[src/rtl/fsm_synapse_array.sv]
// fsm_synapse_array
// Bank of NSYN synapse channels. Each channel holds a WRES-bit weight and
// turns one input spike per gamma cycle into a unary output train, using
// either the ramp-no-leak (RNL) or the step-no-leak (SNL) response.
// At gamma (grst), saturating STDP updates are applied and every channel is
// re-armed. A direct weight-write port and a per-cycle population count of
// active outputs are also provided.
module fsm_synapse_array #(
    parameter int NSYN   = 8,
    parameter int WRES   = 3,
    parameter int STEP   = 1,
    parameter int W_INIT = 0,
    parameter int AW     = (NSYN > 1) ? $clog2(NSYN) : 1,
    parameter int CW     = $clog2(NSYN + 1)
) (
    input  logic                   clk,
    input  logic                   rst,
    input  logic                   grst,
    input  logic                   mode,
    input  logic [NSYN-1:0]        input_spike,
    input  logic [NSYN-1:0]        inc,
    input  logic [NSYN-1:0]        dec,
    input  logic                   wr_en,
    input  logic [AW-1:0]          wr_addr,
    input  logic [WRES-1:0]        wr_data,
    output logic [NSYN-1:0]        syn_out,
    output logic [CW-1:0]          syn_count,
    output logic [NSYN*WRES-1:0]   w_out
);

    localparam logic [WRES-1:0] WMAX = '1;

    typedef enum logic [1:0] {
        IDLE  = 2'd0,
        COUNT = 2'd1,
        HOLD  = 2'd2
    } state_t;

    // Response select for the current gamma cycle.
    logic mode_q;

    // Saturating STDP increment: clamps at WMAX.
    function automatic logic [WRES-1:0] sat_inc(input logic [WRES-1:0] v);
        logic [WRES:0] s;
        s = {1'b0, v} + (WRES+1)'(STEP);
        return (s > {1'b0, WMAX}) ? WMAX : s[WRES-1:0];
    endfunction

    // Saturating STDP decrement: clamps at zero.
    function automatic logic [WRES-1:0] sat_dec(input logic [WRES-1:0] v);
        return (v < WRES'(STEP)) ? '0 : v - WRES'(STEP);
    endfunction

    // Latch the response mode once per gamma cycle.
    always_ff @(posedge clk) begin
        if (rst) begin
            mode_q <= 1'b0;
        end else if (grst) begin
            mode_q <= mode;
        end
    end

    for (genvar i = 0; i < NSYN; i++) begin : g_ch
        state_t          st;
        logic [WRES-1:0] w;
        logic [WRES-1:0] cnt;
        logic            wr_hit;
        logic            stdp_req;
        logic            start_count;
        logic            out_raw;

        assign wr_hit   = wr_en && (32'(wr_addr) == i);
        assign stdp_req = inc[i] || dec[i];

        // RNL needs at least one more counted cycle; SNL follows the spike
        // for any non-zero weight.
        assign start_count = mode_q ? (w != '0) : (w > WRES'(1));

        // Channel state, weight and remaining-count register.
        always_ff @(posedge clk) begin
            if (rst) begin
                w   <= WRES'(W_INIT);
                st  <= IDLE;
                cnt <= '0;
            end else if (grst) begin
                // A write to a channel with a pending STDP request loses.
                if (inc[i]) begin
                    w <= sat_inc(w);
                end else if (dec[i]) begin
                    w <= sat_dec(w);
                end else if (wr_hit) begin
                    w <= wr_data;
                end
                st  <= IDLE;
                cnt <= '0;
            end else begin
                // Writes never touch cnt, so an in-flight response keeps
                // the weight it started with.
                if (wr_hit) begin
                    w <= wr_data;
                end
                case (st)
                    IDLE: begin
                        if (input_spike[i]) begin
                            if (start_count) begin
                                st  <= COUNT;
                                cnt <= w - WRES'(1);
                            end else begin
                                st <= HOLD;
                            end
                        end
                    end
                    COUNT: begin
                        if (!input_spike[i]) begin
                            st <= HOLD;
                        end else if (!mode_q) begin
                            if (cnt == WRES'(1)) begin
                                st <= HOLD;
                            end else begin
                                cnt <= cnt - WRES'(1);
                            end
                        end
                    end
                    HOLD: begin
                        st <= HOLD;
                    end
                    default: begin
                        st <= HOLD;
                    end
                endcase
            end
        end

        // Zero-latency output decode from the channel state.
        always_comb begin
            out_raw = 1'b0;
            case (st)
                IDLE:    out_raw = input_spike[i] && (w != '0);
                COUNT:   out_raw = input_spike[i];
                default: out_raw = 1'b0;
            endcase
        end

        // Reset and gamma cycles suppress readout.
        assign syn_out[i] = out_raw && !rst && !grst;
        assign w_out[i*WRES +: WRES] = w;

        logic unused_stdp;
        assign unused_stdp = stdp_req;
    end

    // Population count of active synapse outputs in the same cycle.
    always_comb begin
        syn_count = '0;
        for (int k = 0; k < NSYN; k++) begin
            syn_count = syn_count + CW'(syn_out[k]);
        end
    end

endmodule

[config.mk]
export PLATFORM = sky130hd
export DESIGN_NAME = fsm_synapse_array
export DESIGN_NICKNAME = d
export VERILOG_FILES = /design/src/rtl/fsm_synapse_array.sv
export SDC_FILE = /design/constraint.sdc
export NUM_CORES = 1
export LEC_CHECK = 0
export BUFFER_PORTS_ARGS = -buffer_cell sky130_fd_sc_hd__clkbuf_2
export CORE_AREA = 2 2 122 124
export CTS_CLUSTER_DIAMETER = 120
export CTS_CLUSTER_SIZE = 8
export DETAILED_ROUTE_END_ITERATION = 12
export DIE_AREA = 0 0 124 126
export PLACE_DENSITY = 0.63
export SLEW_MARGIN = 15
export SYNTH_ARGS = -nofsm -noshare
export SYNTH_HDL_FRONTEND = slang
export SYNTH_SLANG_ARGS = --single-unit
[constraint.sdc]
create_clock -name clk -period 3.4 [get_ports clk]
set_input_delay 0.17 -clock clk [delete_from_list [all_inputs] [get_ports clk]]
set_output_delay 0.17 -clock clk [all_outputs]
set_load 0.05 [all_outputs]
Yosys cells after proc, flatten, opt, wreduce, memory -nomap -nowiden
Index checks and enable logic that the tools add are counted.
W data, S select, Z words.
{ "op_classes": {"n_mux": 160, "order_cmp": 24, "n_eq_ne": 79, "n_reduce_logical": 76, "add_sub_neg": 31} }
{ "op_table": {"columns": ["operator", "n"], "rows": [
  ["$mux W3", 88],
  ["$mux W2", 40],
  ["$ne A2 B2 Y1 const B", 40],
  ["$ne A3 B3 Y1 const B", 16],
  ["$pmux W3 S2", 8],
  ["$reduce_and A6 Y1", 8],
  ["$sub A3 B1 Y3 const B", 16],
  ["$add A3 B1 Y4 const B", 8],
  ["$gt A4 B3 Y1 const B", 8],
  ["$logic_and A1 B1 Y1", 32],
  ["$pmux W2 S2", 8],
  ["$eq A3 B1 Y1 const B", 9],
  ["$gt A3 B1 Y1 const B", 8],
  ["$lt A3 B1 Y1 const B", 8],
  ["$reduce_and A3 Y1", 8],
  ["$reduce_bool A3 Y1", 8],
  ["$add A4 B1 Y4", 4],
  ["$eq A2 B1 Y1 const B", 8],
  ["$logic_not A2 Y1", 8],
  ["$pmux W1 S2", 8],
  ["$reduce_bool A2 Y1", 8],
  ["$eq A3 B3 Y1 const B", 4],
  ["$mux W1", 8],
  ["$eq A3 B2 Y1 const B", 2],
  ["6 further kinds", 7]
]} }
{ "word_totals": {"inputBits": 35, "regBits": 65, "output_inout_bits": 36} }

Logic depth before layout (Yosys ltp)
Gate-level depths: netlist of run 1.
{ "depth": {"word_depth": 12, "ltp_mapped": 15} }

Worst setup path before layout of run 1
OpenSTA, ideal clock, no wires.
{ "synth_timing": {"kind": "reg2out", "start": "register g_ch[3].w[0]", "end": "output syn_count[2]", "setup_slack_ns": -2.116, "path_stages_with_launch": 15, "n_path_buf": 1, "t_arrival_ns": 5.346, "path_cell_list": "dfxtp_1 > clkbuf_1 > inv_1 > ha_1 > nor3b_1 > nor3_1 > fa_1 > inv_1 > fa_1 > inv_1 > fa_1 > ha_1 > inv_1 > fa_1 > xnor2_1"} }
{ "synth_between": {"elab_chain_cells": 10} }
{ "synth_lines": {"columns": ["element", "line", "text"], "rows": [
  ["start: declaration", "65", "logic [WRES-1:0] w;"],
  ["start signal: assignment", "82", "w <= WRES'(W_INIT);"],
  ["start signal: assignment", "88", "w <= sat_inc(w);"],
  ["start signal: assignment", "90", "w <= sat_dec(w);"],
  ["$reduce_bool A3 Y1", "138", "IDLE: out_raw = input_spike[i] && (w != '0);"],
  ["$logic_and A1 B1 Y1", "138", null],
  ["$pmux W1 S2", "137", "case (st)"],
  ["$logic_and A1 B1 Y1 (2 in a row)", "145", "assign syn_out[i] = out_raw && !rst && !grst;"],
  ["net syn_out[3]", "26", "output logic [NSYN-1:0] syn_out,"],
  ["$add A3 B1 Y4", "156", "syn_count = syn_count + CW'(syn_out[k]);"],
  ["$add A4 B1 Y4 (4 in a row)", "156", null],
  ["end: declaration", "27", "output logic [CW-1:0] syn_count,"]
]} }
The timed path passes the listed nets, and every way through them passes these cells.

Final worst setup path of run 1
{ "layout_timing": {"start": "register g_ch[3].w[1]", "end": "output syn_count[1]"} }
{ "layout_between": {"elab_chain_cells": 10} }
{ "layout_lines": {"columns": ["element", "line"], "rows": [
  ["$reduce_bool A3 Y1", "138"],
  ["$logic_and A1 B1 Y1", "138"],
  ["$pmux W1 S2", "137"],
  ["$logic_and A1 B1 Y1 (2 in a row)", "145"],
  ["$add A3 B1 Y4", "156"],
  ["$add A4 B1 Y4 (4 in a row)", "156"]
]} }
No other way between the ends.

==> flow_summary.toml, run 1 <==
[setup_path]
endpoint_kind = "output port"
cp-start-kind = "flip-flop"
crit_chain = "inv_4, ha_4, nor3b_4, nor3_4, fa_1, inv_2, fa_1, inv_1, fa_1, ha_4, inv_2, fa_2, clkinvlp_4, clkbuf_16"
path_buf_inv = 6
path_delay_family = "adder cells"
max_stage_delay_ps = 560
critPathKind = "reg2out"
crit_top_cell = "fa_1"
cp_max_fo = 2
cp_slowest_cell = "fa_1"
critical_path_arrival_ps = 3860
worstPathRequired_ps = 3230

[clock_network]
cts_num_sinks = 65
cts_made_buffers = 9
cts-root-buf = "clkbuf_16"
cts_hold_buf = 0
cts_tree = "built"
clk_pin_slew_ps = 60
insertion_delay_ps = 340
cts-htree-levels = 3
cts_max_path_buffers = 2

[sta]
clock.fmax_ghz = 0.2479
max_slew_margin = 0.3649
hold_viol_final = 0
finalSetupTns_ps = -1455
post-route-min-period_ps = 4034
setup_viol = 4
tightest_slew_ps = 952.7
worst_slack_ps = -634.2
slew_viol_final = 0
hold_slack_ps = 90.21
period_share = 1.187
rsz0062_at_grt = "true"
fin_skew_ps = 6.238

[synth]
synthesis.area_sq_um = 5600
synth_top_cell_area_share = 0.2324
synth.avg_cell_area_sq_um = 7.899
syn-instance-count = 709
synth_top_area_cell = "dfxtp_1"
synth_most_common_cell = "inv_1"
async_flop_share = 0
synth_seq_area_share = 0.2324
yosys_most_used_dff = "dfxtp_1"
synth_seq_cells = 65
yosys_warnings = 0
synth_nets = 799
synth.distinct_cells = 56
synth_area_leaders = "dfxtp_1, ha_1, mux2i_1"
synth_edf_count = 0
synthTopCellsByCount = "inv_1, dfxtp_1, a21oi_1"

[global_route]
grt_pass1_vias = 5061
grt_usage = 0.2023
grt_overflow_total = 0
antenna_found_initial = 0
grt_pass1_wl_microns = 24920
grt_start_max_net_pins = 25

[die]
dieArea_sq_um = 15620
die_w_microns = 124
pin_count = 71
coreArea_sq_um = 14310
fp-row-count = 44
start_util = 0.3913
die_y_microns = 126

[routing]
vias = 5467
drc_errors = 0
antenna_left = 0
viasPerCell = 5.451
wl_microns = 15420
drt_first_iter_violations = 261
first_pass_iters = 5
wl_per_cell_microns = 15.38

[run_status]
violations = "negative setup slack"
status = "finished with violations"

[pwr]
ir_worst_vdd_v = 0.0002738
leakage_nw = 2.975
power_density_nw_per_um2 = 376.1

[cells_and_area]
diodes = 0
final_nets = 904
drive_gt1_frac = 0.2369
post-route-util = 0.4863
area_delta_synth_final_pct = 24.29
final_area_sq_um = 6960

[job]
maxCapViolCount = 0

[placed_design]
pre_cts_slack_ps = -404.2
place_hpwl_microns = 11330
gp_congestion = 0.8604
io_buffers = 70
post_dp_cell_area_sq_um = 6596

[worst_hold_path]
hp-class = "in2reg"
-- state kept, by name, summed over array words and instances (netlist names) --
name and cells:
mode_q 1, g_ch.w 24, g_ch.st 16, g_ch.cnt 24
-- placed cells by master (no fill, tap or decap), drive strengths merged, types with 21 or more instances in the layout --
master   n
a21oi   60
nand2   23
clkbuf  80
nor2b   21
a211oi  23
ha      51
dfxtp   65
nand2b  49
inv     80
mux2i   32
o21ai   37
nor2    39
buf     60
-- final timing paths --
| path | cells after the start | endpoint | startpoint | slack (ps) |
|---|---|---|---|---|
| setup / recovery | 14 | syn_count[1] | g_ch[3].w[1]$_SDFF_PP0_ | -630 |
| hold / removal | 3 | mode_q$_SDFFE_PP0P_ | mode | 90 |
| setup reg to reg | 5 | g_ch[3].cnt[2]$_SDFFE_PP0P_ | mode_q$_SDFFE_PP0P_ | 1140 |
| hold reg to reg | 2 | g_ch[4].cnt[1]$_SDFFE_PP0P_ | g_ch[4].cnt[1]$_SDFFE_PP0P_ | 460 |
-- cells by family after synthesis --
group / count (synthesis) / share of synthesized area
AND/OR/NAND/NOR: 209 / 0.2160
multiplexers: 35 / 0.06323
flip-flops: 65 / 0.2324
buffers and inverters: 114 / 0.07998
XOR/XNOR: 1 / 0.001564
adder cells (fa/ha/maj): 55 / 0.1282
AO/OA/AOI/OAI: 230 / 0.2786
-- layer usage --
metal	GRT usage	wire length, microns	vias to the layer above
met5	0	0	-
met2	0.3306	7305	125
li1	-	-	2784
met3	0.04167	860	19
met1	0.2666	7008	2539
met4	0.06279	247	0
-- report_power, final --
group          leakage [nW]  total [mW]  switching [mW]  internal (mW)
Sequential            0.535       0.849          0.0397          0.809
Combinational          2.30       0.879           0.512          0.366
Clock                 0.139       0.891           0.361          0.530
-- area by class of cell --
class                   instances  area [sq um]
clock buffers                  13         260.3
clock inverters                 3         15.01
fillers                      1449          7353
inverters                      81         315.3
multi-input cells             530          3979
flip-flops and latches         65          1328
well taps                     184         230.2
repair buffers                127         833.3
-- worst register-to-register path: stages, from the launching register on --
cell	delay (ps)
dfxtp_1	860
buf_4	330
nor2_1	90
a2111o_1	460
and3_4	200
a32o_1	210
-- stage by stage --
step | instances | total power, mW
after CTS | 1002 | 2.635
after global routing | 1003 | 2.758
after floorplan | 709 | 1.474
final | 1003 | 2.618
after global placement | 984 | 1.722
after detailed placement | 984 | 1.723
-- repair_timing --
| action | 4_1_cts | 5_1_grt |
|---|---|---|
| pin swaps | 6 | 1 |
| buffers inserted | 2 | 1 |
| gates resized for setup | 13 | 3 |
| setup endpoints to repair | 4 | 4 |
Note: power is estimated with default switching activity, not from simulation.
==> run 2, diff against run 1 <==
==> constraint.sdc (replaced) <==
create_clock -name clk -period 3.4 [get_ports clk]
set_input_delay 0.34 -clock clk [delete_from_list [all_inputs] [get_ports clk]]
set_output_delay 0.34 -clock clk [all_outputs]
set_load 0.05 [all_outputs]
==> run 2 against run 1 <==
Net effect: critical endpoint unchanged; largest power group unchanged; clock power shrank 0.4%; the flow still finishes with violations (negative setup slack); die area is the same; largest cell class unchanged; via count grew 1.3%.
==> flow_summary.toml, run 2 (synthesized netlist as in run 1, its figures left out) <==
[setup_path]
endpoint_kind = "output port"
cp_max_fo = 2
regToRegSetupSlack_ps = 1330
reg2reg_from = "mode_q$_SDFFE_PP0P_"
worstPathRequired_ps = 3060
cp-start-kind = "flip-flop"
critical_path_arrival_ps = 3740
ff2ff_path_depth = 5
critPathKind = "reg2out"
r2r_end = "g_ch[4].cnt[2]$_SDFFE_PP0P_"

[placed_design]
gp_congestion = 0.8492
io_buffers = 70
place_hpwl_microns = 11610
post_dp_cell_area_sq_um = 6581

[die]
die_w_microns = 124
die_y_microns = 126
start_util = 0.3913
coreArea_sq_um = 14310
fp-row-count = 44
dieArea_sq_um = 15620
pin_count = 71

[sta]
period_share = 1.200
tightest_slew_ps = 896.6
rsz0062_at_grt = "true"
post-route-min-period_ps = 4080
slew_viol_final = 0
max_slew_margin = 0.4022
setup_viol = 4
hold_viol_final = 0
worst_slack_ps = -679.5
fin_skew_ps = 2.215
clock.fmax_ghz = 0.2451
hold_slack_ps = 269.5

[clock_network]
clk_pin_slew_ps = 60
cts_num_sinks = 65
cts_tree = "built"
cts_made_buffers = 9
cts-htree-levels = 3
cts-root-buf = "clkbuf_16"
cts_max_path_buffers = 2
insertion_delay_ps = 340
cts_hold_buf = 0

[routing]
vias = 5540
antenna_left = 0
first_pass_iters = 4
wl_microns = 15640
viasPerCell = 5.491
drt_first_iter_violations = 306
wl_per_cell_microns = 15.50
drc_errors = 0

[global_route]
grt_pass1_vias = 5075
grt_start_max_net_pins = 25
antenna_found_initial = 0
grt_overflow_total = 0
grt_usage = 0.2058
grt_pass1_wl_microns = 25250

[cells_and_area]
drive_gt1_frac = 0.2400
final_nets = 910
fill_cells = 1416
largestRegisters = "g_ch.cnt x24, g_ch.w x24, g_ch.st x16"
mostFrequentLayoutCell = "inv_1"
final_area_sq_um = 6993
area_delta_synth_final_pct = 24.87
diodes = 0
final_cell_mix = "inv_1, clkbuf_2, buf_4"

[pwr]
ir_worst_vdd_v = 0.0002325
leakage_nw = 3.001
p_total_mw = 2.617
power_density_nw_per_um2 = 374.3

[job]
maxCapViolCount = 0

[worst_hold_path]
hold_end = "mode_q$_SDFFE_PP0P_"
holdPathStages = 3
hp-class = "in2reg"
hold_start = "mode"

[run_status]
status = "finished with violations"
violations = "negative setup slack"
run 2: what timing repair did:
item	CTS	global route
pin swaps	8	2
cloned	0	0
resized for setup	24	5
setup buffers	5	1
setup endpoints to repair	4	4
run 2: layout make-up:
cell class | count | area, sq um | area share
timing repair buffer | 133 | 889.6 | 0.1272
inverter | 81 | 310.3 | 0.04437
multi-input combinational | 530 | 3976 | 0.5686
sequential | 65 | 1311 | 0.1875
clock inverter | 3 | 15.01 | 0.002147
clock buffer | 13 | 260.3 | 0.03722
tap | 184 | 230.2 | 0.03292
run 2: how the worst max path moves through the flow:
stage / startpoint / end / slack [ps] / depth (start not counted)
2_1_floorplan: rst / syn_count[1] / -1010 / 15
3_3_place_gp: g_ch[3].w[0]$_SDFF_PP0_ / syn_count[2] / -670 / 15
3_5_place_dp: g_ch[3].w[0]$_SDFF_PP0_ / syn_count[2] / -670 / 15
4_1_cts: g_ch[3].w[0]$_SDFF_PP0_ / syn_count[1] / -680 / 14
5_1_grt: g_ch[3].w[0]$_SDFF_PP0_ / syn_count[1] / -790 / 14
6_report: g_ch[3].w[0]$_SDFF_PP0_ / syn_count[1] / -680 / 14
run 2: power breakdown:
part / internal, mW / total, mW / switching (mW)
registers: 0.810 / 0.850 / 0.0406
clock network: 0.530 / 0.887 / 0.357
logic: 0.367 / 0.879 / 0.512
run 2: critical path, cell delays in order, from the launching register on:
cell	delay, ps
dfxtp_4	350
inv_4	60
ha_4	120
nor3b_4	210
nor3_4	60
fa_1	490
inv_2	40
fa_1	490
inv_2	50
fa_1	530
ha_4	160
inv_2	40
fa_2	550
clkinvlp_4	90
clkbuf_16	170
run 2: layer usage:
metal | part of all wire | vias up | GRT usage
met2 | 0.47 | 142 | 0.3326
met4 | 0.015 | 0 | 0.05684
li1 | - | 2797 | -
met5 | 0 | - | 0
met1 | 0.46 | 2584 | 0.2738
met3 | 0.048 | 17 | 0.04801
run 2: per-stage QoR:
stage	utilization	worst slack, ps	setup TNS, ps	cells
floorplan	-	-1015	-3274	709
global placement	0.4598	-669.3	-1560	989
detailed placement	0.4598	-671.4	-1582	989
CTS	0.4882	-680.8	-1998	1009
global route	0.4885	-793.6	-2373	1009
finish	0.4885	-679.5	-1914	1009
==> run 3, diff against run 2 <==
Settings changed: ABC_AREA from default to 1, CORE_AREA 2 2 122 124 to 5 5 122 124, DIE_AREA 0 0 124 126 to 0 0 127 129.
==> run 3 against run 2 <==
Net effect: the run still ends with negative setup slack left; clock power grew 14%; first-iteration DRC count grew 10%; non-clock buffer count grew 1; clock-buffer cell count is the same; maximum frequency grew 0.12%; global-route usage shrank 1.3 points; design area shrank 1.6%; power grew 11%; clock skew grew 4.9 ps; largest power group is now combinational logic.
==> flow_summary.toml, run 3 <==
[run_status]
status = "finished with violations"
violations = "negative setup slack"

[synth]
async_flop_share = 0
synthTopCellsByCount = "nand2_1, inv_1, o21ai_0"
synth_most_common_cell = "nand2_1"
synth_top_area_cell = "dfxtp_1"
synth_nets = 922
synth_seq_area_share = 0.2450
synth_seq_cells = 65
synth_area_leaders = "dfxtp_1, nand2_1, ha_1"
synth.avg_cell_area_sq_um = 6.384
synth_edf_count = 0
yosys_most_used_dff = "dfxtp_1"
synthesis.area_sq_um = 5311
yosys_warnings = 0
synth.distinct_cells = 34
syn-instance-count = 832
synth_top_cell_area_share = 0.2450

[global_route]
grt_usage = 0.1930
antenna_found_initial = 0
grt_start_max_net_pins = 21
grt_pass1_wl_microns = 25080
grt_overflow_total = 0
grt_pass1_vias = 5236

[sta]
post-route-min-period_ps = 4075
setup_viol = 4
clock.fmax_ghz = 0.2454
hold_slack_ps = 259.5
fin_skew_ps = 7.075
tightest_slew_ps = 668.9
hold_viol_final = 0
worst_slack_ps = -674.7
finalSetupTns_ps = -1794
slew_viol_final = 0
max_slew_margin = 0.5536
rsz0062_at_grt = "true"
period_share = 1.198

[cells_and_area]
largestRegisters = "g_ch.cnt x24, g_ch.w x24, g_ch.st x16"
final_nets = 1056
regArea_sq_um = 1333
layoutNonFillerInstCount = 1151
multiInputGateArea_sq_um = 3606
area_delta_synth_final_pct = 29.49
diodes = 0
final_cell_mix = "nand2_1, inv_1, o21ai_0"
drive_gt1_frac = 0.2070
fill_cells = 1403
mostFrequentLayoutCell = "nand2_1"

[pwr]
ir_worst_vdd_v = 0.0002232
p_total_mw = 2.904
power_density_nw_per_um2 = 422.2
leakage_nw = 3.449

[die]
start_util = 0.3887
dieArea_sq_um = 16380
die_y_microns = 129
coreArea_sq_um = 13670
die_w_microns = 127
pin_count = 71
fp-row-count = 43

[placed_design]
pre_cts_slack_ps = -565.5
placed_cells = 1131
gp_congestion = 0.8884
io_buffers = 70
place_hpwl_microns = 11880

[setup_path]
cp-start-kind = "flip-flop"
endpoint_kind = "output port"
cp_max_fo = 2
critPathKind = "reg2out"
critical_path_arrival_ps = 3730
worstPathRequired_ps = 3060
regToRegSetupSlack_ps = 1760

[routing]
viasPerCell = 4.944
wl_per_cell_microns = 13.51
antenna_left = 0
wl_microns = 15550
drt_first_iter_violations = 337
first_pass_iters = 6
drc_errors = 0
vias = 5691

[clock_network]
clk_pin_slew_ps = 60
cts_max_path_buffers = 2
cts_tree = "built"
cts-root-buf = "clkbuf_16"
cts-htree-levels = 3
cts_hold_buf = 0
cts_num_sinks = 65
insertion_delay_ps = 340
cts_made_buffers = 9

[job]
maxCapViolCount = 0

[worst_hold_path]
hp-class = "in2reg"
## run 3: layout make-up
type	count	area share
Sequential cell	65	0.1937
Multi-Input combinational cell	625	0.5243
Timing Repair Buffer	134	0.1308
Clock buffer	13	0.03638
Inverter	131	0.07277
Tap cell	180	0.03275
Clock inverter	3	0.009278
## run 3: metrics by stage
| stage | util | instance area [sq um] |
|---|---|---|
| 6_report | 0.5033 | 6878 |
| 5_1_grt | 0.5033 | 6878 |
| 4_1_cts | 0.5011 | 6848 |
| 3_5_place_dp | 0.4693 | 6414 |
| 3_3_place_gp | 0.4693 | 6414 |
| 2_1_floorplan | - | 5466 |
## run 3: cell families after synthesis
| group | synth area share |
|---|---|
| simple gates | 0.3051 |
| compound gates | 0.1854 |
| buf+inv | 0.1062 |
| flops | 0.2450 |
| fa+ha+maj | 0.1352 |
| xor+xnor | 0.02308 |
## run 3: path summary, 6_finish.rpt
path,from,to,depth (start not counted)
min,mode,mode_q$_SDFFE_PP0P_,3
max reg2reg,mode_q$_SDFFE_PP0P_,g_ch[3].cnt[1]$_SDFFE_PP0P_,6
min reg2reg,g_ch[5].cnt[1]$_SDFFE_PP0P_,g_ch[5].cnt[1]$_SDFFE_PP0P_,2
max,g_ch[0].w[1]$_SDFF_PP0_,syn_count[1],15
## run 3: layer usage
layer | track usage | up-vias | part of all wire
met5 | 0 | - | 0
met4 | 0.07571 | 0 | 0.032
met3 | 0.03902 | 34 | 0.046
met2 | 0.3229 | 131 | 0.47
met1 | 0.2451 | 2557 | 0.45
li1 | - | 2969 | -
## run 3: repair_timing
action | in CTS | in global routing
endpoints found under the setup margin | 4 | 4
pin swaps | 6 | 6
setup buffers | 4 | 1
resized for setup | 21 | 7
## run 3: where the power goes
| group | switching, mW | internal (mW) | leakage, nW |
|---|---|---|---|
| Combinational | 0.649 | 0.379 | 2.76 |
| Sequential | 0.0459 | 0.822 | 0.538 |
| Clock | 0.347 | 0.660 | 0.151 |
| Total | 1.04 | 1.86 | 3.45 |
## run 3: worst max-delay path: stages, from the launching register on
cell and delay [ps]:
dfxtp_4 350, inv_4 60, ha_4 120, inv_2 40, nor3_4 170, nor3_4 70
fa_1 500, inv_1 50, fa_1 490, inv_1 60, fa_1 520, ha_4 140
inv_2 40, fa_2 540, clkinvlp_4 90, clkbuf_16 170
